[src/rtl/fc_pkg.sv]
// fc_pkg: state encoding and numeric constants shared by the FC1 layer.
package fc_pkg;

    typedef enum logic [2:0] {
        IDLE,
        BIAS,
        MAC,
        DRAIN,
        WRITE,
        DONE
    } fc_state_t;

    localparam int ACC_W = 32;

    localparam logic signed [ACC_W-1:0] Q_MAX = 127;
    localparam logic signed [ACC_W-1:0] Q_MIN = -128;

endpackage

[src/rtl/fc_requant.sv]
// fc_requant: shift, saturate to int8; clamps negatives to zero when
// FC1_RELU_EN is defined.
module fc_requant
    import fc_pkg::*;
#(
    parameter int SHIFT = 7
) (
    input  logic [ACC_W-1:0] acc,
    output logic [7:0]       q
);

    logic signed [ACC_W-1:0] sh;

    always_comb begin
        sh = $signed(acc) >>> SHIFT;
        if (sh > Q_MAX) begin
            q = Q_MAX[7:0];
        end else if (sh < Q_MIN) begin
            q = Q_MIN[7:0];
        end else begin
            q = sh[7:0];
        end
`ifdef FC1_RELU_EN
        if (q[7]) begin
            q = 8'h00;
        end
`endif
    end

endmodule

[src/rtl/fc_flat_reader.sv]
// fc_flat_reader: FC1 layer over the flattened pooled vector in RAM.
// Optional ReLU on the written outputs via FC1_RELU_EN.
module fc_flat_reader
    import fc_pkg::*;
#(
    parameter int          IN_N     = 1600,
    parameter int          OUT_N    = 10,
    parameter logic [15:0] IN_BASE  = 16'd0,
    parameter logic [15:0] OUT_BASE = 16'd1600,
    parameter int          RD_LAT   = 2,
    parameter int          SHIFT    = 7
) (
    input  logic        clk,
    input  logic        rst_n,
    input  logic        start_FC1,
    output logic        end_FC1,
    output logic [15:0] ram_addr_r,
    output logic        ram_en_r,
    input  logic [7:0]  ram_data_r,
    output logic [15:0] rom_addr,
    output logic        rom_en,
    input  logic [31:0] rom_data,
    output logic [15:0] ram_addr_w,
    output logic [7:0]  ram_data_w,
    output logic        ram_en,
    output logic        ram_wea
);

    localparam int KW = $clog2(IN_N + 1);
    localparam int NW = $clog2(OUT_N + 1);
    localparam int WW = $clog2(RD_LAT + 1);
    localparam logic [15:0] BIAS_BASE = 16'(OUT_N * IN_N);

    fc_state_t state, state_nx;

    logic [KW-1:0]           k;
    logic [NW-1:0]           n;
    logic [WW-1:0]           wcnt;
    logic [RD_LAT-1:0]       vld;
    logic signed [ACC_W-1:0] acc;
    logic signed [15:0]      prod;
    logic [7:0]              q;
    logic                    k_last, n_last, w_bias, w_drain, issue;

    assign k_last  = (k == KW'(IN_N - 1));
    assign n_last  = (n == NW'(OUT_N - 1));
    assign w_bias  = (wcnt == WW'(RD_LAT));
    assign w_drain = (wcnt == WW'(RD_LAT - 1));
    assign issue   = (state == MAC);
    assign prod    = $signed(ram_data_r) * $signed(rom_data[7:0]);

    fc_requant #(
        .SHIFT(SHIFT)
    ) u_rq (
        .acc(acc),
        .q  (q)
    );

    always_ff @(posedge clk or negedge rst_n) begin
        if (!rst_n) begin
            state <= IDLE;
        end else begin
            state <= state_nx;
        end
    end

    always_comb begin
        state_nx   = state;
        ram_addr_r = '0;
        ram_en_r   = 1'b0;
        rom_addr   = '0;
        rom_en     = 1'b0;
        ram_addr_w = '0;
        ram_data_w = '0;
        ram_en     = 1'b0;
        ram_wea    = 1'b0;
        end_FC1    = 1'b0;
        unique case (state)
            IDLE: begin
                if (start_FC1) state_nx = BIAS;
            end
            BIAS: begin
                // bias is fetched once, then waited on for RD_LAT cycles
                if (wcnt == '0) begin
                    rom_en   = 1'b1;
                    rom_addr = BIAS_BASE + 16'(n);
                end
                if (w_bias) state_nx = MAC;
            end
            MAC: begin
                ram_en_r   = 1'b1;
                ram_addr_r = IN_BASE + 16'(k);
                rom_en     = 1'b1;
                rom_addr   = 16'(n) * 16'(IN_N) + 16'(k);
                if (k_last) state_nx = DRAIN;
            end
            DRAIN: begin
                if (w_drain) state_nx = WRITE;
            end
            WRITE: begin
                ram_en     = 1'b1;
                ram_wea    = 1'b1;
                ram_addr_w = OUT_BASE + 16'(n);
                ram_data_w = q;
                state_nx   = n_last ? DONE : BIAS;
            end
            DONE: begin
                end_FC1  = 1'b1;
                state_nx = IDLE;
            end
            default: state_nx = IDLE;
        endcase
    end

    always_ff @(posedge clk or negedge rst_n) begin
        if (!rst_n) begin
            k    <= '0;
            n    <= '0;
            wcnt <= '0;
            vld  <= '0;
            acc  <= '0;
        end else begin
            vld <= (vld << 1) | RD_LAT'(issue);
            if (vld[RD_LAT-1]) begin
                acc <= acc + {{(ACC_W-16){prod[15]}}, prod};
            end
            unique case (state)
                IDLE: begin
                    if (start_FC1) begin
                        n    <= '0;
                        k    <= '0;
                        wcnt <= '0;
                    end
                end
                BIAS: begin
                    if (w_bias) begin
                        acc  <= $signed(rom_data);
                        wcnt <= '0;
                    end else begin
                        wcnt <= wcnt + 1'b1;
                    end
                end
                MAC: k <= k_last ? '0 : k + 1'b1;
                DRAIN: wcnt <= w_drain ? '0 : wcnt + 1'b1;
                WRITE: begin
                    if (!n_last) n <= n + 1'b1;
                end
                default: ;
            endcase
        end
    end

endmodule

[config.mk]
export PLATFORM = sky130hd
export DESIGN_NAME = fc_flat_reader
export DESIGN_NICKNAME = d
export VERILOG_FILES = /design/src/rtl/fc_pkg.sv /design/src/rtl/fc_requant.sv /design/src/rtl/fc_flat_reader.sv
export SDC_FILE = /design/constraint.sdc
export NUM_CORES = 1
export LEC_CHECK = 0
export CORE_MARGIN = 2
export CORE_UTILIZATION = 30
export DETAILED_ROUTE_END_ITERATION = 12
export GPL_TIMING_DRIVEN = 0
export SYNTH_ARGS = -nofsm -noshare
export SYNTH_HDL_FRONTEND = slang
export SYNTH_SLANG_ARGS = --single-unit
[constraint.sdc]
create_clock -name clk -period 3.2 [get_ports clk]
set_input_delay 0.48 -clock clk [delete_from_list [all_inputs] [get_ports clk]]
set_output_delay 0.48 -clock clk [all_outputs]
set_load 0.01 [all_outputs]
==> impl_metrics.ini <==
[status]
failed_checks = negative setup slack
result_of_the_run = finished, violations left

[yosys]
synthDominantAreaCellType = sky130_fd_sc_hd__dfrtp_1
synth.ff_latch_count = 54
yosys.area_share.xor_xnor_pct = 6.21
post_synth_instance_area_um2 = 7470
synth_enable_flop_cells = 0
synthAdderAreaFrac_pct = 28.4
syn_area_per_cell_um2 = 8.49
synth.distinct_cells = 63
yosys_warnings = 0
synth-main-ff-cell = sky130_fd_sc_hd__dfrtp_1
ys_top_cells_by_area = sky130_fd_sc_hd__dfrtp_1, sky130_fd_sc_hd__fa_1, sky130_fd_sc_hd__ha_1, sky130_fd_sc_hd__inv_1, sky130_fd_sc_hd__and2_1
asyncSetResetFlopFracSynth_pct = 100
seq_area_frac_synth_pct = 18.1
dominant_combinational_cell_family_by_area_after_synthesis = adder cells
netlist.area_leader.share_pct = 18.1
synth-compound-area-share_pct = 16.5
synth-simple-area-share_pct = 18.8
syn_inst = 880
muxShareOfSynthArea_pct = 3.10

[routing]
wl_per_cell_um = 15.2
router_iterations_before_antenna_repair = 5
routed_wl_um = 20900
route.antenna.remaining_nets = 0
drt_iter0_markers = 355
average_vias_per_placed_instance = 4.89
num_vias = 6728
detail_route.drc_violations = 0

[timing]
fin_worst_skew_ns = 0.00960
slew_headroom_pct = 37.6
final-max-slew-violation-count = 0
setup_repair_after_global_routing_missed_its_margin = true
timing.final.setup_violations = 27
min_period_over_period_pct = 198
worst_margin_pin_slew_ns = 0.937
timing.fmax_mhz = 158
finalHoldViolations = 0
layout_setup_ws_ns = -3.14
period_minus_slack_ns = 6.34

[critical_path]
worst_r2r_endpoint = acc[20]
r2r.worst_path.cells = 12
cp_class = in2reg
worst_setup_path_end_kind = register
path_max_fanout = 8
worst_ep_arrival_time_ns = 6.58
worstSetupStartpoint = ram_data_r[6]
setup.reg_to_reg.worst_slack_ns = 0.09
critPathLaunchType = input port
reg2reg_from = acc[0]
cp_data_required_time_ns = 3.44

[place]
dpl_cell_area_um2 = 9200
number_of_instances_in_the_placed_design = 1307
detailedPlacementHpwl_um = 15200
routabilityCongestion = 0.855
io_buffers = 89
dp_slack_ns = -4.43

[cts]
clock-root-buffer = sky130_fd_sc_hd__clkbuf_16
cts.sinks = 54
cts_inserted_buffers = 5
cts.htree.levels = 2
insertion_delay_ns = 0.30
post_cts_hold_buffer_count = 0
worst_setup_hold_path_clk_slew_ns = 0.08
clock_tree_from_tritoncts = done
cts.path.max_buffers = 2

[global_routing]
grt_antenna_before_repair = 0
first_global_vias = 6836
grt_first_pass_wirelength_um = 33600
grt_max_degree = 33
gr-usage-all-layers_pct = 15.6
globalRouteOverflowTotal = 0

[floorplanning]
initial_core_util_pct = 30.6
dieWidth_um = 162
ios = 104
coreArea_um2 = 24400
die-height_um = 162
design.die.area_um2 = 26200
std_cell_rows = 57

[hold_path]
timing.hold.worst.class = in2async

[cells_and_area]
filler_cell_count = 2408
num_antenna_cells = 0
most_common_library_cell_in_the_layout_ignoring_fill_and_taps = sky130_fd_sc_hd__inv_1
layout-drive-gt1-share_pct = 29.3
finish.net_count = 1228
most-common-layout-cells = sky130_fd_sc_hd__inv_1, sky130_fd_sc_hd__buf_4, sky130_fd_sc_hd__clkdlybuf4s50_1
area_delta_synth_final_pct = 42.4
finish.cell_count_without_fillers = 1375
final_design_area_no_fill_um2 = 10600

[flow_run]
max-cap-violations = 0
==> cells by family (layout without fill, tap and decap cells) <==
family,after synthesis,in the layout
adders and majority gates,135,135
other,1,14
muxes,23,23
buffers and inverters,155,313
xor gates and xnor gates,53,53
and+or+nand+nor,262,262
DFF,54,54
AOI/OAI and AO/OA,197,197
==> Yosys cell counts, drive strengths merged, types with 16 or more instances <==
cell,n
nor2,34
and2,57
o21a,16
mux2i,22
ha,77
dfrtp,54
clkbuf,17
fa,58
and3,17
nand2,70
a21o,18
a21oi,50
xor2,19
o21ai,69
buf,23
inv,115
xnor2,34
==> sequential cells by signal (all words and copies together), names as in the netlist <==
name and flops:
state 3, acc 32, vld 2, k 11, n 4, wcnt 2
==> per-layer routing <==
layer | GRT usage, % | routed length [µm]
met1 | 21.2 | 9640
met2 | 27.0 | 10400
met3 | 1.33 | 604
met4 | 3.26 | 234
met5 | 0 | 0
==> final cells by class <==
class	count	area, µm²	share of cell area (%)
repair buffers	151	1460	13.7
flip-flops and latches	54	1360	12.7
well taps	324	405	3.81
clock inverters	1	5.00	0.0470
clock buffers	7	143	1.34
multi-input cells	684	6610	62.1
plain buffers	39	225	2.12
inverters	115	443	4.16
==> how the worst max path moves through the flow <==
stage                          to  slack, ns  depth (start not counted)
after floorplan           acc[30]      -2.99                         24
after global placement    acc[30]      -4.38                         24
after detailed placement  acc[30]      -4.43                         24
after CTS                 acc[30]      -3.10                         28
after global routing      acc[30]      -3.33                         27
final                     acc[30]      -3.14                         25
==> worst max-delay path, cell delays in order <==
cell,delay (ns)
sky130_fd_sc_hd__buf_8,0.10
sky130_fd_sc_hd__buf_6,0.11
sky130_fd_sc_hd__and2_1,0.15
sky130_fd_sc_hd__fa_1,0.46
sky130_fd_sc_hd__fa_1,0.54
sky130_fd_sc_hd__fa_1,0.57
sky130_fd_sc_hd__inv_1,0.06
sky130_fd_sc_hd__fa_1,0.53
sky130_fd_sc_hd__inv_1,0.04
sky130_fd_sc_hd__ha_1,0.34
sky130_fd_sc_hd__and3_4,0.21
sky130_fd_sc_hd__nand3_4,0.07
sky130_fd_sc_hd__a31oi_4,0.11
sky130_fd_sc_hd__xnor2_4,0.33
sky130_fd_sc_hd__inv_8,0.09
sky130_fd_sc_hd__buf_6,0.13
sky130_fd_sc_hd__ha_4,0.27
sky130_fd_sc_hd__nand4_1,0.13
sky130_fd_sc_hd__or4_4,0.45
sky130_fd_sc_hd__nor3_4,0.33
sky130_fd_sc_hd__o211ai_4,0.12
sky130_fd_sc_hd__a21oi_2,0.21
sky130_fd_sc_hd__a31oi_2,0.12
sky130_fd_sc_hd__or4_1,0.53
sky130_fd_sc_hd__nand3_1,0.08
==> through the flow <==
| stage | util, % | setup TNS, ns | hold WS (ns) |
|---|---|---|---|
| final | 43.6 | -61.40 | 0.201 |
| after global routing | 43.6 | -66.77 | 0.245 |
| after CTS | 40.9 | -61.79 | 0.221 |
| after detailed placement | 37.7 | -91.92 | 0.337 |
| after global placement | 37.7 | -110.18 | 0.340 |
| after floorplan | - | -55.18 | 0.184 |
==> timing repair <==
action	4_1_cts	5_1_grt
pin swaps	73	102
endpoints found under the hold margin	0	0
setup endpoints to repair	58	44
gates resized for setup	199	120
setup buffers	38	28
cloned	0	0
Power is left out: the tool's default activity adds up to more than one toggle a clock period on the data nets, which glitch-free logic cannot reach.
